[src/rtl/riscv_defs_pkg.sv]
// Shared RV32I encoding constants, error codes and mnemonic decode for the text-to-instruction encoder.
// ABI_NAMES_EN widens the register token so ABI register names fit.
package riscv_defs_pkg;

    localparam int unsigned MNEM_LEN = 5;
    localparam int unsigned MNEM_W   = 8 * MNEM_LEN;
    localparam int unsigned TOK_W    = 32;
`ifdef ABI_NAMES_EN
    localparam int unsigned REG_TOK_MAX = 4;
`else
    localparam int unsigned REG_TOK_MAX = 3;
`endif

    localparam logic [6:0] OPC_OP     = 7'b0110011;
    localparam logic [6:0] OPC_OP_IMM = 7'b0010011;

    localparam logic [2:0] F3_ADD  = 3'b000;
    localparam logic [2:0] F3_SLL  = 3'b001;
    localparam logic [2:0] F3_SLT  = 3'b010;
    localparam logic [2:0] F3_SLTU = 3'b011;
    localparam logic [2:0] F3_XOR  = 3'b100;
    localparam logic [2:0] F3_SR   = 3'b101;
    localparam logic [2:0] F3_OR   = 3'b110;
    localparam logic [2:0] F3_AND  = 3'b111;

    localparam logic [6:0] F7_BASE = 7'b0000000;
    localparam logic [6:0] F7_ALT  = 7'b0100000;

    localparam logic [2:0] ERR_NONE   = 3'd0;
    localparam logic [2:0] ERR_MNEM   = 3'd1;
    localparam logic [2:0] ERR_REG    = 3'd2;
    localparam logic [2:0] ERR_IMM    = 3'd3;
    localparam logic [2:0] ERR_SYNTAX = 3'd4;
    localparam logic [2:0] ERR_EMPTY  = 3'd5;

    localparam logic [7:0] CH_LF    = 8'h0A;
    localparam logic [7:0] CH_SEMI  = 8'h3B;
    localparam logic [7:0] CH_SPACE = 8'h20;
    localparam logic [7:0] CH_COMMA = 8'h2C;
    localparam logic [7:0] CH_MINUS = 8'h2D;
    localparam logic [7:0] CH_ZERO  = 8'h30;

    typedef enum logic [2:0] {IDLE, MNEM, RD, RS1, OP3, EMIT, FLUSH} enc_state_t;

    typedef struct packed {
        logic       is_imm;
        logic       is_shift;
        logic [2:0] funct3;
        logic [6:0] funct7;
    } mnem_info_t;

    typedef struct packed {
        logic       valid;
        mnem_info_t info;
    } mnem_dec_t;

    // Mnemonic buffer holds characters right-aligned, so it compares directly against string literals.
    function automatic mnem_dec_t mnem_decode(input logic [MNEM_W-1:0] m);
        mnem_dec_t d;
        d             = '0;
        d.valid       = 1'b1;
        d.info.funct7 = F7_BASE;
        case (m)
            40'("ADD"):   d.info.funct3 = F3_ADD;
            40'("SUB"):   begin d.info.funct3 = F3_ADD;  d.info.funct7 = F7_ALT; end
            40'("XOR"):   d.info.funct3 = F3_XOR;
            40'("OR"):    d.info.funct3 = F3_OR;
            40'("AND"):   d.info.funct3 = F3_AND;
            40'("SLL"):   d.info.funct3 = F3_SLL;
            40'("SRL"):   d.info.funct3 = F3_SR;
            40'("SRA"):   begin d.info.funct3 = F3_SR;   d.info.funct7 = F7_ALT; end
            40'("SLT"):   d.info.funct3 = F3_SLT;
            40'("SLTU"):  d.info.funct3 = F3_SLTU;
            40'("ADDI"):  begin d.info.funct3 = F3_ADD;  d.info.is_imm = 1'b1; end
            40'("XORI"):  begin d.info.funct3 = F3_XOR;  d.info.is_imm = 1'b1; end
            40'("ORI"):   begin d.info.funct3 = F3_OR;   d.info.is_imm = 1'b1; end
            40'("ANDI"):  begin d.info.funct3 = F3_AND;  d.info.is_imm = 1'b1; end
            40'("SLTI"):  begin d.info.funct3 = F3_SLT;  d.info.is_imm = 1'b1; end
            40'("SLTIU"): begin d.info.funct3 = F3_SLTU; d.info.is_imm = 1'b1; end
            40'("SLLI"):  begin d.info.funct3 = F3_SLL;  d.info.is_imm = 1'b1; d.info.is_shift = 1'b1; end
            40'("SRLI"):  begin d.info.funct3 = F3_SR;   d.info.is_imm = 1'b1; d.info.is_shift = 1'b1; end
            40'("SRAI"):  begin
                d.info.funct3   = F3_SR;
                d.info.funct7   = F7_ALT;
                d.info.is_imm   = 1'b1;
                d.info.is_shift = 1'b1;
            end
            default:      d.valid = 1'b0;
        endcase
        return d;
    endfunction

endpackage

[src/rtl/asm_reg_parse.sv]
// Converts a right-aligned register token (X0..X31, plus ABI names when ABI_NAMES_EN) to a register index.
module asm_reg_parse
    import riscv_defs_pkg::*;
(
    input  logic [TOK_W-1:0] i_tok,
    output logic [4:0]       o_idx_c,
    output logic             o_valid_c
);

    logic [7:0] w_b0, w_b1, w_b2, w_b3;
    logic [7:0] w_d0, w_d1, w_two_digit;
    logic       w_dig0, w_len2, w_len3;

    assign w_b0        = i_tok[7:0];
    assign w_b1        = i_tok[15:8];
    assign w_b2        = i_tok[23:16];
    assign w_b3        = i_tok[31:24];
    assign w_d0        = w_b0 - CH_ZERO;
    assign w_d1        = w_b1 - CH_ZERO;
    assign w_two_digit = 8'(w_d1 * 8'd10) + w_d0;
    assign w_dig0      = (w_b0 >= "0") && (w_b0 <= "9");
    assign w_len2      = (w_b3 == 8'h00) && (w_b2 == 8'h00) && (w_b1 != 8'h00);
    assign w_len3      = (w_b3 == 8'h00) && (w_b2 != 8'h00);

    always_comb begin
        o_idx_c   = '0;
        o_valid_c = 1'b0;
        // Two-digit form rejects a leading zero by requiring the tens digit to be 1..3.
        if (w_len2 && w_b1 == "X" && w_dig0) begin
            o_idx_c   = 5'(w_d0);
            o_valid_c = 1'b1;
        end else if (w_len3 && w_b2 == "X" && w_b1 >= "1" && w_b1 <= "3" && w_dig0
                     && w_two_digit <= 8'd31) begin
            o_idx_c   = 5'(w_two_digit);
            o_valid_c = 1'b1;
        end
`ifdef ABI_NAMES_EN
        if (!o_valid_c) begin
            o_valid_c = 1'b1;
            if (i_tok == 32'("ZERO"))                               o_idx_c = 5'd0;
            else if (i_tok == 32'("RA"))                            o_idx_c = 5'd1;
            else if (i_tok == 32'("SP"))                            o_idx_c = 5'd2;
            else if (i_tok == 32'("GP"))                            o_idx_c = 5'd3;
            else if (i_tok == 32'("TP"))                            o_idx_c = 5'd4;
            else if (i_tok == 32'("S10"))                           o_idx_c = 5'd26;
            else if (i_tok == 32'("S11"))                           o_idx_c = 5'd27;
            else if (w_len2 && w_dig0 && w_b1 == "T" && w_d0 <= 8'd2) o_idx_c = 5'(w_d0 + 8'd5);
            else if (w_len2 && w_dig0 && w_b1 == "T" && w_d0 <= 8'd6) o_idx_c = 5'(w_d0 + 8'd25);
            else if (w_len2 && w_dig0 && w_b1 == "S" && w_d0 <= 8'd1) o_idx_c = 5'(w_d0 + 8'd8);
            else if (w_len2 && w_dig0 && w_b1 == "S")               o_idx_c = 5'(w_d0 + 8'd16);
            else if (w_len2 && w_dig0 && w_b1 == "A" && w_d0 <= 8'd7) o_idx_c = 5'(w_d0 + 8'd10);
            else                                                    o_valid_c = 1'b0;
        end
`endif
    end

endmodule

[src/rtl/instr_encoder.sv]
// Streams uppercase assembly text one character at a time and emits the RV32I R/I-type ALU encoding.
// Define ABI_NAMES_EN to accept ABI register names in addition to X0..X31.
module instr_encoder
    import riscv_defs_pkg::*;
(
    input  logic        clk,
    input  logic        reset,
    input  logic [7:0]  char_in,
    input  logic        char_valid,
    output logic        char_ready,
    output logic [31:0] instr,
    output logic        instr_valid,
    input  logic        instr_ready,
    output logic        err,
    output logic [2:0]  err_code
);

    enc_state_t        r_state, w_next_state;
    logic [MNEM_W-1:0] r_mnem;
    logic [2:0]        r_mnem_len;
    logic [TOK_W-1:0]  r_tok;
    logic [2:0]        r_tok_len;
    logic [12:0]       r_imm_mag;
    logic              r_imm_neg, r_imm_any;
    logic [4:0]        r_rd, r_rs1;
    mnem_info_t        r_info;
    logic [2:0]        r_pend_code;
    logic              r_char_ready, r_instr_valid, r_err;
    logic [31:0]       r_instr;
    logic [2:0]        r_err_code;

    logic              w_fire, w_is_term, w_is_digit, w_is_letter, w_is_space, w_is_comma, w_is_minus;
    mnem_dec_t         w_dec;
    logic [4:0]        w_reg_idx;
    logic              w_reg_valid, w_imm_in_range;
    logic [16:0]       w_imm_next;
    logic [11:0]       w_imm12;
    logic [31:0]       w_instr_enc;
    logic              w_err_hit, w_err_pulse, w_line_start, w_mnem_push, w_tok_push, w_tok_clr;
    logic              w_latch_info, w_latch_rd, w_latch_rs1, w_imm_digit, w_imm_neg_set;
    logic              w_emit, w_consume;
    logic [2:0]        w_err_code, w_pulse_code;

    assign char_ready  = r_char_ready;
    assign instr       = r_instr;
    assign instr_valid = r_instr_valid;
    assign err         = r_err;
    assign err_code    = r_err_code;

    assign w_fire      = char_valid && r_char_ready;
    assign w_is_term   = (char_in == CH_LF) || (char_in == CH_SEMI);
    assign w_is_digit  = (char_in >= "0") && (char_in <= "9");
    assign w_is_letter = (char_in >= "A") && (char_in <= "Z");
    assign w_is_space  = (char_in == CH_SPACE);
    assign w_is_comma  = (char_in == CH_COMMA);
    assign w_is_minus  = (char_in == CH_MINUS);
    assign w_dec       = mnem_decode(r_mnem);
    assign w_imm_next  = 17'(r_imm_mag) * 17'd10 + 17'(char_in - CH_ZERO);

    asm_reg_parse u_reg_parse (
        .i_tok     (r_tok),
        .o_idx_c   (w_reg_idx),
        .o_valid_c (w_reg_valid)
    );

    // Immediate range and 12-bit field; shifts carry funct7 in the upper immediate bits.
    always_comb begin
        if (r_info.is_shift) begin
            w_imm_in_range = (r_imm_mag <= 13'd31) && (!r_imm_neg || r_imm_mag == '0);
            w_imm12        = {r_info.funct7, r_imm_mag[4:0]};
        end else begin
            w_imm_in_range = r_imm_neg ? (r_imm_mag <= 13'd2048) : (r_imm_mag <= 13'd2047);
            w_imm12        = r_imm_neg ? 12'(13'd0 - r_imm_mag) : 12'(r_imm_mag);
        end
        if (r_info.is_imm) w_instr_enc = {w_imm12, r_rs1, r_info.funct3, r_rd, OPC_OP_IMM};
        else               w_instr_enc = {r_info.funct7, w_reg_idx, r_rs1, r_info.funct3, r_rd, OPC_OP};
    end

    always_ff @(posedge clk) begin
        if (reset) r_state <= IDLE;
        else       r_state <= w_next_state;
    end

    always_comb begin
        w_next_state  = r_state;
        w_err_hit     = 1'b0;
        w_err_code    = ERR_NONE;
        w_err_pulse   = 1'b0;
        w_pulse_code  = r_pend_code;
        w_line_start  = 1'b0;
        w_mnem_push   = 1'b0;
        w_tok_push    = 1'b0;
        w_tok_clr     = 1'b0;
        w_latch_info  = 1'b0;
        w_latch_rd    = 1'b0;
        w_latch_rs1   = 1'b0;
        w_imm_digit   = 1'b0;
        w_imm_neg_set = 1'b0;
        w_emit        = 1'b0;
        w_consume     = 1'b0;
        case (r_state)
            IDLE: if (w_fire && !w_is_term) begin
                if (w_is_letter) begin
                    w_line_start = 1'b1;
                    w_next_state = MNEM;
                end else if (w_is_space) begin w_err_hit = 1'b1; w_err_code = ERR_EMPTY;  end
                else                     begin w_err_hit = 1'b1; w_err_code = ERR_SYNTAX; end
            end
            MNEM: if (w_fire) begin
                if (w_is_letter) begin
                    if (r_mnem_len == 3'(MNEM_LEN)) begin w_err_hit = 1'b1; w_err_code = ERR_SYNTAX; end
                    else w_mnem_push = 1'b1;
                end else if (w_is_space) begin
                    if (!w_dec.valid) begin w_err_hit = 1'b1; w_err_code = ERR_MNEM; end
                    else begin
                        w_latch_info = 1'b1;
                        w_tok_clr    = 1'b1;
                        w_next_state = RD;
                    end
                end else begin w_err_hit = 1'b1; w_err_code = ERR_SYNTAX; end
            end
            RD, RS1, OP3: if (w_fire) begin
                if (r_state == OP3 && r_info.is_imm) begin
                    if (w_is_term) begin
                        if (!r_imm_any)           begin w_err_hit = 1'b1; w_err_code = ERR_EMPTY; end
                        else if (!w_imm_in_range) begin w_err_hit = 1'b1; w_err_code = ERR_IMM;   end
                        else begin
                            w_emit       = 1'b1;
                            w_next_state = EMIT;
                        end
                    end else if (w_is_digit) w_imm_digit = 1'b1;
                    else if (w_is_minus && !r_imm_any && !r_imm_neg) w_imm_neg_set = 1'b1;
                    else if (!(w_is_space && !r_imm_any && !r_imm_neg)) begin
                        w_err_hit  = 1'b1;
                        w_err_code = ERR_SYNTAX;
                    end
                end else if ((r_state == OP3) ? w_is_term : w_is_comma) begin
                    if (r_tok_len == '0)   begin w_err_hit = 1'b1; w_err_code = ERR_EMPTY; end
                    else if (!w_reg_valid) begin w_err_hit = 1'b1; w_err_code = ERR_REG;   end
                    else begin
                        w_tok_clr = 1'b1;
                        case (r_state)
                            RD:      begin w_latch_rd  = 1'b1; w_next_state = RS1;  end
                            RS1:     begin w_latch_rs1 = 1'b1; w_next_state = OP3;  end
                            default: begin w_emit      = 1'b1; w_next_state = EMIT; end
                        endcase
                    end
                end else if (w_is_term || w_is_comma) begin w_err_hit = 1'b1; w_err_code = ERR_SYNTAX; end
                else if (w_is_space) begin
                    // Leading spaces in a field are skipped; a space inside a token is a syntax error.
                    if (r_tok_len != '0) begin w_err_hit = 1'b1; w_err_code = ERR_SYNTAX; end
                end else if (r_tok_len == 3'(REG_TOK_MAX)) begin w_err_hit = 1'b1; w_err_code = ERR_SYNTAX; end
                else w_tok_push = 1'b1;
            end
            EMIT: if (instr_ready) begin
                w_consume    = 1'b1;
                w_next_state = IDLE;
            end
            FLUSH: if (w_fire && w_is_term) begin
                w_err_pulse  = 1'b1;
                w_next_state = IDLE;
            end
            default: w_next_state = IDLE;
        endcase
        // An error found on the terminator itself has nothing left to flush.
        if (w_err_hit) begin
            if (w_is_term) begin
                w_err_pulse  = 1'b1;
                w_pulse_code = w_err_code;
                w_next_state = IDLE;
            end else begin
                w_next_state = FLUSH;
            end
        end
    end

    always_ff @(posedge clk) begin
        if (reset) begin
            r_mnem        <= '0;
            r_mnem_len    <= '0;
            r_tok         <= '0;
            r_tok_len     <= '0;
            r_imm_mag     <= '0;
            r_imm_neg     <= 1'b0;
            r_imm_any     <= 1'b0;
            r_rd          <= '0;
            r_rs1         <= '0;
            r_info        <= '0;
            r_pend_code   <= ERR_NONE;
            r_char_ready  <= 1'b1;
            r_instr_valid <= 1'b0;
            r_instr       <= '0;
            r_err         <= 1'b0;
            r_err_code    <= ERR_NONE;
        end else begin
            r_char_ready <= (w_next_state != EMIT);
            r_err        <= w_err_pulse;
            if (w_err_pulse) r_err_code  <= w_pulse_code;
            if (w_err_hit)   r_pend_code <= w_err_code;
            if (w_line_start) begin
                r_mnem     <= MNEM_W'(char_in);
                r_mnem_len <= 3'd1;
                r_tok      <= '0;
                r_tok_len  <= '0;
                r_imm_mag  <= '0;
                r_imm_neg  <= 1'b0;
                r_imm_any  <= 1'b0;
            end else if (w_mnem_push) begin
                r_mnem     <= {r_mnem[MNEM_W-9:0], char_in};
                r_mnem_len <= r_mnem_len + 3'd1;
            end
            if (w_tok_clr) begin
                r_tok     <= '0;
                r_tok_len <= '0;
            end else if (w_tok_push) begin
                r_tok     <= {r_tok[TOK_W-9:0], char_in};
                r_tok_len <= r_tok_len + 3'd1;
            end
            if (w_latch_info)  r_info    <= w_dec.info;
            if (w_latch_rd)    r_rd      <= w_reg_idx;
            if (w_latch_rs1)   r_rs1     <= w_reg_idx;
            if (w_imm_neg_set) r_imm_neg <= 1'b1;
            // Magnitude saturates well above 2048 so long digit strings still read as out of range.
            if (w_imm_digit) begin
                r_imm_mag <= (w_imm_next > 17'd4095) ? 13'd4095 : 13'(w_imm_next);
                r_imm_any <= 1'b1;
            end
            if (w_emit) begin
                r_instr       <= w_instr_enc;
                r_instr_valid <= 1'b1;
            end else if (w_consume) begin
                r_instr_valid <= 1'b0;
            end
        end
    end

endmodule

[config.mk]
export PLATFORM = sky130hd
export DESIGN_NAME = instr_encoder
export DESIGN_NICKNAME = d
export VERILOG_FILES = /design/src/rtl/riscv_defs_pkg.sv /design/src/rtl/asm_reg_parse.sv /design/src/rtl/instr_encoder.sv
export SDC_FILE = /design/constraint.sdc
export NUM_CORES = 1
export LEC_CHECK = 0
export BUFFER_PORTS_ARGS = -buffer_cell sky130_fd_sc_hd__buf_2
export CAP_MARGIN = 20
export CELL_PAD_IN_SITES_DETAIL_PLACEMENT = 0
export CELL_PAD_IN_SITES_GLOBAL_PLACEMENT = 2
export CORE_AREA = 4 4 132 198
export DETAILED_ROUTE_END_ITERATION = 10
export DIE_AREA = 0 0 136 202
export PLACE_DENSITY = 0.82
export SLEW_MARGIN = 30
export SYNTH_ARGS = -nofsm -noshare
export SYNTH_HDL_FRONTEND = slang
export SYNTH_HIERARCHICAL = 1
export SYNTH_SLANG_ARGS = --single-unit
[constraint.sdc]
create_clock -name clk -period 12.6 [get_ports clk]
set_clock_uncertainty 0.05 [all_clocks]
set_input_delay 2.52 -clock clk [delete_from_list [all_inputs] [get_ports clk]]
set_output_delay 2.52 -clock clk [all_outputs]
set_load 0.03 [all_outputs]
# After elaboration in Yosys (flattened, before gate mapping)

Cells that the tools add are included.

Logic and storage cells: 302
Bits of input ports: 12
Flip-flop bits (word level): 159
Output and inout bits: 38

Muxes and demuxes: 166
$lt $le $gt $ge: 13
Reductions and logical operators: 56
Add/subtract/negate cells: 8
Eq/ne operators: 35
Multipliers: 2

Operator list:

| cell                                                                                | count |
|---|---|
| 40-bit by 23-bit equality test with 1-bit output, second input constant             | 9 |
| 40-bit by 31-bit equality test with 1-bit output, second input constant             | 8 |
| 3-bit 2-to-1 mux                                                                    | 41 |
| 1-bit 2-to-1 mux                                                                    | 104 |
| 32-bit 2-to-1 mux                                                                   | 3 |
| 40-bit by 15-bit equality test with 1-bit output, second input constant             | 1 |
| 40-bit by 39-bit equality test with 1-bit output, second input constant             | 1 |
| 13-bit 2-to-1 mux                                                                   | 3 |
| 8-bit by 6-bit equality test with 1-bit output, second input constant               | 4 |
| 8-bit by 6-bit greater-or-equal comparator with 1-bit output, second input constant | 3 |
| 8-bit by 6-bit <= comparator with 1-bit output, second input constant               | 3 |
| 12-bit 2-to-1 mux                                                                   | 2 |
| 1-bit logical AND                                                                   | 22 |
| 3-bit case mux with 7 select lines                                                  | 1 |
| 19-bit OR reduction                                                                 | 1 |
| 2-bit OR reduction                                                                  | 9 |
| 17-bit adder                                                                        | 1 |
| 17-bit by 12-bit greater-than comparator with 1-bit output, second input constant   | 1 |
| 8-bit by 7-bit equality test with 1-bit output, second input constant               | 2 |
| 8-bit zero test                                                                     | 2 |
| 13-bit by 3-bit multiplier with 16-bit output, second input constant                | 1 |
| 8-bit 2-to-1 mux                                                                    | 2 |
| 8-bit nonzero test                                                                  | 2 |
| 8-bit by 6-bit subtractor with 8-bit output, second input constant                  | 2 |
| 33 further kinds                                                                    | 52 |

# Depth between registers and ports, before layout

Gate-level depths: netlist of run 1.

Depth in word-level cells: 17
Mapped depth: 21
Gate-level depth less buffers: 20

# Cells and area by module

The synthesis of run 1 kept the hierarchy.

Modules (own cells, without submodules):

| module        | instances | area each (µm²) | cells each |
|---|---|---|---|
| instr_encoder | 1         | 8938.6          | 1147 |
| asm_reg_parse | 1         | 688.2           | 80 |

# Least setup slack after synthesis of run 1

OpenSTA, ideal clock, no wires.

Path kind: input to register
Start point: in char_in[4]
End point: reg r_imm_mag[0]
Path slack: 7.222 ns
Library setup time: 0.137 ns
Data arrival time: 5.191 ns
Required time: 12.413 ns
Stages on the path: 12
Path through: ha_1 -> or3_1 -> inv_1 -> ha_1 -> a21o_1 -> a31oi_1 -> o221ai_1 -> nand4b_1 -> nand3b_1 -> nor4_1 -> clkbuf_1 -> a31oi_1

Longest elaborated chain between the ends: 8
Elaborated cells between the ends (all ways): 25
Classes of those cells: add/sub (2); order compare (5); eq/ne (2); mux (10); reduce/logical (6)

Ends and longest elaborated chain:

| element                                                              | RTL line             | text |
|---|---|---|
| from (decl)                                                          | instr_encoder.sv:8   | `input logic [7:0] char_in,` |
| parallel branches: the longest is 8 deep, another holds 17-bit adder | -                    |  |
| to (signal assigned)                                                 | instr_encoder.sv:225 | `r_imm_mag <= (w_imm_next > 17'd4095) ? 13'd4095 : 13'(w_imm_next);` |
| to (decl)                                                            | instr_encoder.sv:23  | `logic [12:0] r_imm_mag;` |

Parallel ways; which one is timed is not known.
A chain may end at the register's enable or synchronous reset.

# Final worst setup path of run 1

Start point: in char_in[4]
End point: reg r_imm_mag[4]

The elaborated chain is that of the path after synthesis.

==> results of run 1 <==
-- final cells by class --
type	instances	area (sq um)	area share
Clock buffer	17	425	0.0399
Clock inverter	15	204	0.0191
Inverter	38	143	0.0134
Multi-Input combinational cell	970	6230	0.585
Sequential cell	148	2960	0.278
Tap cell	324	405	0.0380
Timing Repair Buffer	54	290	0.0272
-- report_power, final --
group / leakage, uW / switching [uW] / internal [uW]
Combinational: 0.00246 / 140 / 71.5
Clock: 0.000302 / 214 / 333
Sequential: 0.00119 / 26.4 / 481
-- tightest hold or removal path, delay by kind of cell (launching register included) --
kind | cells | cell delay [ns]
simple gates | 1 | 0.05
flops | 1 | 0.30
compound gates | 1 | 0.05
-- cells in the mapped netlist, drive strengths merged, types with 7 or more instances --
cell type	number
o21ai	30
xor2	12
and4	7
a21oi	168
nand4	19
or3	14
nor2b	12
o211ai	9
xnor2	26
nor2	74
nor3b	7
and2	11
nand2	199
ha	66
dfxtp	148
nor4b	18
clkbuf	48
a31oi	12
mux2i	18
o21a	7
buf	25
a211oi	10
nand2b	9
nor4	22
a21o	10
nor4bb	8
nor3	25
a2111oi	9
inv	38
o22ai	7
nand3	64
-- final timing paths --
check                   from      endpoint  slack [ns]  cells after the start
setup reg to reg   r_tok[12]     instr[27]        7.40                     18
setup / recovery  char_in[4]  r_imm_mag[4]        6.94                     12
hold reg to reg    instr[21]     instr[21]        0.40                      2
hold / removal     instr[21]     instr[21]        0.40                      2
-- registers in the layout (all words and copies together), names as in the netlist, 3 cells and up --
| register | cells |
|---|---|
| r_rs1 | 5 |
| r_rd | 5 |
| r_mnem | 40 |
| r_tok | 32 |
| r_info | 6 |
| r_state | 3 |
| r_tok_len | 3 |
| r_mnem_len | 3 |
| instr | 27 |
| r_imm_mag | 13 |
| err_code | 3 |
| r_pend_code | 3 |
-- metal layers --
| layer | share of wire | global-route usage |
|---|---|---|
| met5 | 0.00025 | 0 |
| met4 | 0.037 | 0.0879 |
| met3 | 0.028 | 0.0291 |
| met2 | 0.53 | 0.380 |
| met1 | 0.41 | 0.231 |
-- per-stage QoR --
step                      total power [uW]  instances  area (sq um)  utilization
final                                 1270       1566         10700        0.440
after global routing                  1320       1566         10700        0.440
after CTS                             1280       1566         10700        0.440
after detailed placement               728       1534         10000        0.414
after global placement                 727       1534         10000        0.413
after floorplan                        671       1229          9630            -
-- logic make-up (layout without fill, tap and decap cells) --
| kind of cell | Yosys count | after routing |
|---|---|---|
| AOI/OAI and AO/OA | 315 | 315 |
| xor gates and xnor gates | 39 | 39 |
| adders and majority gates | 70 | 70 |
| buffers and inverters | 111 | 124 |
| DFF | 148 | 148 |
| muxes | 23 | 23 |
| other | 1 | 3 |
| and+or+nand+nor | 520 | 520 |
==> metrics.txt, run 1 <==
Synth Register Bits 148; Tmin final roughly 5.7 ns; core area 24300 sq um; crit end category flip-flop; number of global-route vias before repair between 8000 and 9000; worst skew pair latency approximately 0.43 ns; Final Hold Viols 0; Crit path max-delay family simple AND/OR/NAND/NOR gates; post-route ant nets 0; largest family of logic cells by synthesized area simple AND/OR/NAND/NOR gates; Crit path required time between 10 and 15 ns; post-synth top area cell dfxtp_1; CP max stage delay roughly 0.7 ns; H-tree levels 4; most frequent cells in the layout nand2_1 (199), a21oi_1 (164), dfxtp_1 (148), nor2_1 (73), ha_1 (66); FP Rows 70; critical path startpoint category primary input; Synth Flop Type dfxtp_1; peak fanout along the critical path 12; Post-CTS Hold Buffers 0; Async S/R FF share, synth 0; Synth Area in Compound Gates 0.205; Die Area about 27000 sq um; post-synthesis cell area about 9600 sq um; Synth Area in Simple Gates 0.283; net count reported at finish 1311; die height 202 microns; crit path kind in -> reg; Remaining Overflow, GRT 0; total global-route track usage 0.206; worst-margin pin slew 0.836 ns; fmax ~0.18 GHz; post-DP HPWL 20.7 mm; Critical path buffers and inverters 2; Syn Area/Cell 7.85 sq um; detailed-router iteration count before antenna repair 5; worst hold path type reg -> reg; Worst IR Drop VDD 0.0929 mV; RePlAce Congestion a little over 0.9; CP Cell Sequence buf_2, ha_1, or3_1, inv_1, ha_1, a21o_1, a31oi_1, o221ai_1, nand4b_1, nand3b_1, nor4_4, a311oi_1; Via density 5.67; status finished, final reports clean; post-synthesis mux area share 0.0246; clock slew at reported path FFs 0.06 ns; initial core utilization 0.397; Layout area overhead 10.8%; P_leak 0.00395 uW; WL per Instance about 18 microns; ant diodes 0; final worst slack about 6.9 ns; Layout fillers 2540; crit share post-route 0.449; Routed Wire Length 28.2 mm; Cell Pwr Density 119 nW/um^2; I/O Buffers 46; Ports 50; Fin Setup TNS 0 ns; post-synthesis xor/xnor area fraction 0.0369; clk buf depth 2; CTS root buffer clkbuf_16; Die Wd 136 microns; total CTS buffers 17; Post-Synthesis Cells 1227; CTS tree yes; post-CTS setup buffers 0; first-pass GRT wire length 45.8 mm; ranking of synthesized cells by area dfxtp_1 (31%), a21oi_1 (8.6%), ha_1 (8.6%); initial antenna violation count 1; Rel. slew slack 0.435; initial drt markers 479; arrival time at the worst endpoint between 5 and 6 ns; post-cts sizing count 0; share of the synthesized area in the top cell type 0.308; number of synthesized flops with an enable pin 0; Final Setup Violations 0; RSZ-0062 raised after global routing no; WHS 0.396 ns; Synth Area in Adders 0.0941; vias 8879; CP most frequent cell ha_1; Synth warnings 6; largest net degree at the start of global routing 70; clk sinks approximately 150; DRC viols 0; Cell variety after synth 86; Placement Setup Slack about 6.5 ns; max-slew violations 0; Slowest-stage cell, CP nor4_4; layout cells sized above 1 0.105; register area share after synthesis 0.308; max-cap viol count 0; commonest non-fill, non-tap cell in the layout nand2_1
Power figures use the tool's default switching activity.
==> run 2, diff against run 1 <==
CORE_AREA = 4 4 137 205   (was 4 4 132 198)
DIE_AREA = 0 0 141 209   (was 0 0 136 202)
PLACE_DENSITY = 0.77   (was 0.82)
clock period = 5.8 ns   (was 12.6 ns; I/O delays follow)
==> metrics.txt, run 2 (synthesis gave the netlist of run 1 again) <==
status finished, final reports clean; clk sinks 148 (unchanged); Util after Layout 0.407 (-0.0329); crit end category flip-flop; layout cells sized above 1 0.110 (+0.00412); post-DP HPWL 21.7 mm (+4.6%); Routed Wire Length 29.3 mm (+3.7%); total CTS buffers 17 (unchanged); core area 26300 sq um (+8.4%); number of global-route vias before repair 8855 (+2.0%); max-cap viol count 0 (unchanged); peak fanout along the critical path 33 (+21); vias 8899 (+0.23%); final worst slack 0.825 ns (-6.12 ns); post-cts sizing count 0 (unchanged); Worst Hold Path EP instr[19]; CTS root buffer clkbuf_16; largest net degree at the start of global routing 69 (-1.4%); CTS tree yes; initial drt markers 446 (-6.9%); die height 209 microns (+3.5%); clock slew at reported path FFs 0.06 ns (about the same); Sequential Power Share 0.399 (-0.002); most frequent cells in the layout nand2_1 (199), a21oi_1 (164), dfxtp_1 (148), nor2_1 (73), ha_1 (66); critical path startpoint category flip-flop; hold path depth 2 (unchanged); Clock Power Share 0.415 (-0.017); worst hold path type reg -> reg; post-CTS setup buffers 0 (unchanged); first-pass GRT wire length 47.4 mm (+3.5%); Via density 5.61 (-1.1%); Die Area 29500 sq um (+7.3%); worst skew pair latency 0.44 ns (about the same); Final Setup Violations 0 (unchanged); post-route ant nets 0 (unchanged); Psw 840 uW (+120%); P_leak 0.00397 uW (+0.43%); Tmin final between 4 and 5 ns; Ports 50 (unchanged); DRC viols 0 (unchanged); I/O Buffers 46 (unchanged); Crit path required time 6.10 ns (-6.71 ns); max reg flops 40 (unchanged); R2R Path Start r_tok[12]; crit share post-route 0.858; initial core utilization 0.366 (-0.0308); RePlAce Congestion 0.888 (-2.0%); arrival time at the worst endpoint 5.28 ns (-0.59 ns); Remaining Overflow, GRT 0 (unchanged); commonest non-fill, non-tap cell in the layout nand2_1; Cell Area, Placed 10100 sq um (+0.69%); Fin Setup TNS 0 ns (unchanged); Sw Share 0.309 (+0.00797); initial antenna violation count 1 (unchanged); P_int 1880 uW (+110%); clk buf depth 2 (unchanged); final design area excluding fillers 10700 sq um (+0.31%); worst-margin pin slew 0.882 ns (+0.0453 ns); total global-route track usage 0.199 (-0.00701); fmax 0.201 GHz; Rel. slew slack 0.411 (-0.0242); Cell Pwr Density 254 nW/um^2 (+110%); detailed-router iteration count before antenna repair 4 (-1); Layout area overhead 11.1%; reg-to-reg setup timing slack 0.82 ns (-6.58 ns); Post-CTS Hold Buffers 0 (unchanged); RSZ-0062 raised after global routing no; Worst IR Drop VDD 0.193 mV (+110%); Die Wd 141 microns (+3.7%); Final Hold Viols 0 (unchanged); net count reported at finish 1319 (+0.61%); crit path kind reg -> reg; Worst Hold Launch instr[19]; WHS 0.398 ns (+0.00222 ns); Reg2Reg Depth 18 (unchanged); worst reg2reg endpoint instr[28]; max-slew violations 0 (unchanged); FP Rows 73 (+4.3%); largest reg by FF count r_mnem; Placement Setup Slack 0.812 ns (-5.69 ns); H-tree levels 4 (unchanged); WL per Instance 18.4 microns (+2.3%); Comb pwr share 0.186 (+0.019); ant diodes 0 (unchanged)
[run 2: power by group through the flow]
stage	combinational, uW	sequential, uW	clock [uW]
finish	507	1090	1130
global route	560	1090	1200
CTS	508	1090	1160
detailed placement	507	1110	0
global placement	507	1110	0
floorplan	365	1090	0
[run 2: critical path, cell delays in order (launching register included)]
cell and delay [ns]:
dfxtp_1 0.42, inv_1 0.09, ha_1 0.30, ha_1 0.27, ha_1 0.36, xnor2_1 0.15, ha_1 0.36, a21oi_1 0.17
nand2_1 0.06, a31oi_1 0.19, xnor3_1 0.38, nor4_4 0.31, or2_1 0.21, o211a_1 0.28, nand2_1 0.12, o2bb2ai_2 0.22
nand3_4 0.32, or3_1 0.48, a21oi_1 0.14
[run 2: worst max path at each step]
stage | start | to | slack [ns] | cells past startpoint
2_1_floorplan | r_tok[12] | instr[31] | 1.43 | 19
3_3_place_gp | r_tok[12] | instr[31] | 0.90 | 18
3_5_place_dp | r_tok[12] | instr[31] | 0.81 | 18
4_1_cts | r_tok[12] | instr[31] | 0.80 | 18
5_1_grt | r_tok[12] | instr[28] | 0.45 | 18
6_report | r_tok[12] | instr[28] | 0.82 | 18
[run 2: through the flow]
| step | std cells | total power (uW) |
|---|---|---|
| floorplan | 1229 | 1460 |
| global placement | 1554 | 1610 |
| detailed placement | 1555 | 1610 |
| CTS | 1587 | 2750 |
| global route | 1587 | 2860 |
| finish | 1587 | 2720 |
[run 2: final cells by class]
cell class                 instances  area, sq um
tap                              337          422
sequential                       148         2960
clock inverter                    10          121
multi-input combinational        970         6220
inverter                          38          143
fill                            2819        15600
clock buffer                      22          474
timing repair buffer              62          354
[run 2: routing by layer]
layer  wire length, microns  track usage
met1                  12100        0.225
met2                  15400        0.367
met3                    786       0.0332
met4                    947       0.0782
met5                      8            0
==> run 3, diff against run 2 <==
CELL_PAD_IN_SITES_GLOBAL_PLACEMENT = 1   (was 2)
CORE_AREA = 4 4 128 191   (was 4 4 137 205)
DIE_AREA = 0 0 132 195   (was 0 0 141 209)
PLACE_DENSITY = 0.72   (was 0.77)
clock period = 4.62 ns   (was 5.8 ns; I/O delays follow)
==> metrics.txt, run 3 (synthesis gave the netlist of run 1 again) <==
initial core utilization 0.421 (+0.0547); Crit path required time 4.89 ns (-1.21 ns); Reg2Reg Depth 17 (-1); Layout fillers 2334 (-17%); Die Wd 132 microns (-6.4%); arrival time at the worst endpoint 4.70 ns (-0.58 ns); number of global-route vias before repair 8884 (+0.33%); Die Area 25700 sq um (-13%); Ports 50 (unchanged); DRC viols 0 (unchanged); post-route ant nets 0 (unchanged); WHS 0.398 ns (+0.000422 ns); CTS tree yes; P_int 2530 uW (+34%); total global-route track usage 0.218 (+0.0188); worst-margin pin slew 0.809 ns (-0.0722 ns); max reg flops 40 (unchanged); core area 22900 sq um (-13%); max-slew violations 0 (unchanged); H-tree levels 4 (unchanged); initial drt markers 433 (-2.9%); layout cells sized above 1 0.136 (+0.0261); worst skew pair latency 0.43 ns (about the same); peak fanout along the critical path 6 (-82%); initial antenna violation count 1 (unchanged); Final Hold Viols 0 (unchanged); Rel. slew slack 0.459 (+0.0483); ant diodes 0 (unchanged); critical path startpoint category flip-flop; clk sinks 148 (unchanged); Psw 1080 uW (+28%); Cell Pwr Density 328 nW/um^2 (+29%); Worst IR Drop VDD 0.248 mV (+29%); worst hold path type reg -> reg; crit end category flip-flop; Via density 5.81 (+3.6%); vias 9073 (+2.0%); Comb pwr share 0.175 (-0.011); Sw Share 0.298 (-0.0101); Final Setup Violations 0 (unchanged); post-DP HPWL 21.0 mm (-3.2%); crit path kind reg -> reg; die height 195 microns (-6.7%); R2R Path Start r_tok[13]; P_leak 0.00421 uW (+6.0%); Layout area overhead 14.3%; total CTS buffers 17 (unchanged); WL per Instance 18.3 microns (-0.81%); Critical Path Sink err_code[2]; I/O Buffers 46 (unchanged); largest net degree at the start of global routing 45 (-35%); Util after Layout 0.481 (+0.0740); clock slew at reported path FFs 0.06 ns (about the same); Fin Setup TNS 0 ns (unchanged); max-cap viol count 0 (unchanged); reg-to-reg setup timing slack 0.19 ns (-0.63 ns); first-pass GRT wire length 46.0 mm (-3.1%); CP Launch Point r_tok[13]; worst reg2reg endpoint err_code[2]; status finished, final reports clean; commonest non-fill, non-tap cell in the layout nand2_1; RePlAce Congestion 0.917 (+3.3%); fmax 0.226 GHz (+12%); largest reg by FF count r_mnem; Post-CTS Hold Buffers 0 (unchanged); clk buf depth 2 (unchanged); crit share post-route 0.959 (+0.101); Remaining Overflow, GRT 0 (unchanged); CTS root buffer clkbuf_16; Sequential Power Share 0.382 (-0.017); net count reported at finish 1351 (+2.4%); Tmin final 4.43 ns (-0.546 ns); Clock Power Share 0.443 (+0.028); FP Rows 68 (-6.8%); Routed Wire Length 28.6 mm (-2.4%); most frequent cells in the layout nand2_1 (199), a21oi_1 (164), dfxtp_1 (148), nor2_1 (73), ha_1 (66); detailed-router iteration count before antenna repair 5 (+1)
==> run 3: changes by cell type in the layout (fill, tap and decap cells not counted), moves of 2 or more <==
cell,change
bufinv_16,+3
a2111oi_1,+2
buf_4,+30
clkbuf_1,-2
buf_12,+2
clkinvlp_4,-4
a2111oi_0,-2
inv_6,+2
==> run 3: repair_timing <==
item / 4_1_cts / 5_1_grt
resized for setup: 0 / 7
endpoints found under the setup margin: 0 / 21
setup buffers: 0 / 2
==> run 3: per-layer routing <==
metal | global-route usage | routed length (microns)
met2 | 0.409 | 15400
met3 | 0.0348 | 797
met5 | 0 | 13
met4 | 0.0856 | 941
met1 | 0.243 | 11400
==> run 3: power by group through the flow <==
stage,Sequential (uW),Clock (uW),Combinational [uW]
final,1380,1600,630
after global routing,1390,1680,689
after CTS,1380,1630,616
after detailed placement,1410,0,613
after global placement,1410,0,613
after floorplan,1370,0,458
==> run 3: area by class of cell <==
type | count | area, sq um | share of cell area
Multi-Input combinational cell | 971 | 6260 | 0.569
Sequential cell | 148 | 2960 | 0.269
Clock inverter | 13 | 219 | 0.0199
Tap cell | 280 | 350 | 0.0318
Clock buffer | 19 | 453 | 0.0412
Timing Repair Buffer | 93 | 608 | 0.0553
Inverter | 38 | 143 | 0.0130
==> run 3: worst max-delay path, cell delays in order, from the launching register on <==
cell	delay (ns)
dfxtp_1	0.37
inv_1	0.08
ha_1	0.28
ha_1	0.28
ha_1	0.36
xnor2_1	0.15
ha_1	0.37
a21oi_1	0.19
nand2_1	0.07
a31oi_1	0.18
xnor3_1	0.30
nor4_4	0.05
or2_4	0.26
o211a_1	0.15
o32ai_1	0.47
a211o_1	0.23
nand3_1	0.16
mux2_2	0.33
==> run 3: metrics by stage <==
step                      setup WS (ns)  std cells  power [uW]  area (sq um)
after floorplan                   0.248       1229        1830          9630
after global placement            0.249       1527        2020         10300
after detailed placement          0.158       1527        2020         10300
after CTS                         0.162       1559        3630         10900
after global routing           -0.00282       1562        3760         11000
final                             0.190       1562        3610         11000
==> run 3: how the worst min path moves through the flow <==
stage / cells after the start / slack, ns / startpoint / endpoint
floorplan: 2 / 0.39 / r_rd[3] / instr[10]
global placement: 2 / 0.39 / instr[30] / instr[30]
detailed placement: 2 / 0.39 / instr[30] / instr[30]
CTS: 2 / 0.40 / instr[30] / instr[30]
global route: 2 / 0.42 / instr[23] / instr[23]
finish: 2 / 0.40 / instr[29] / instr[29]
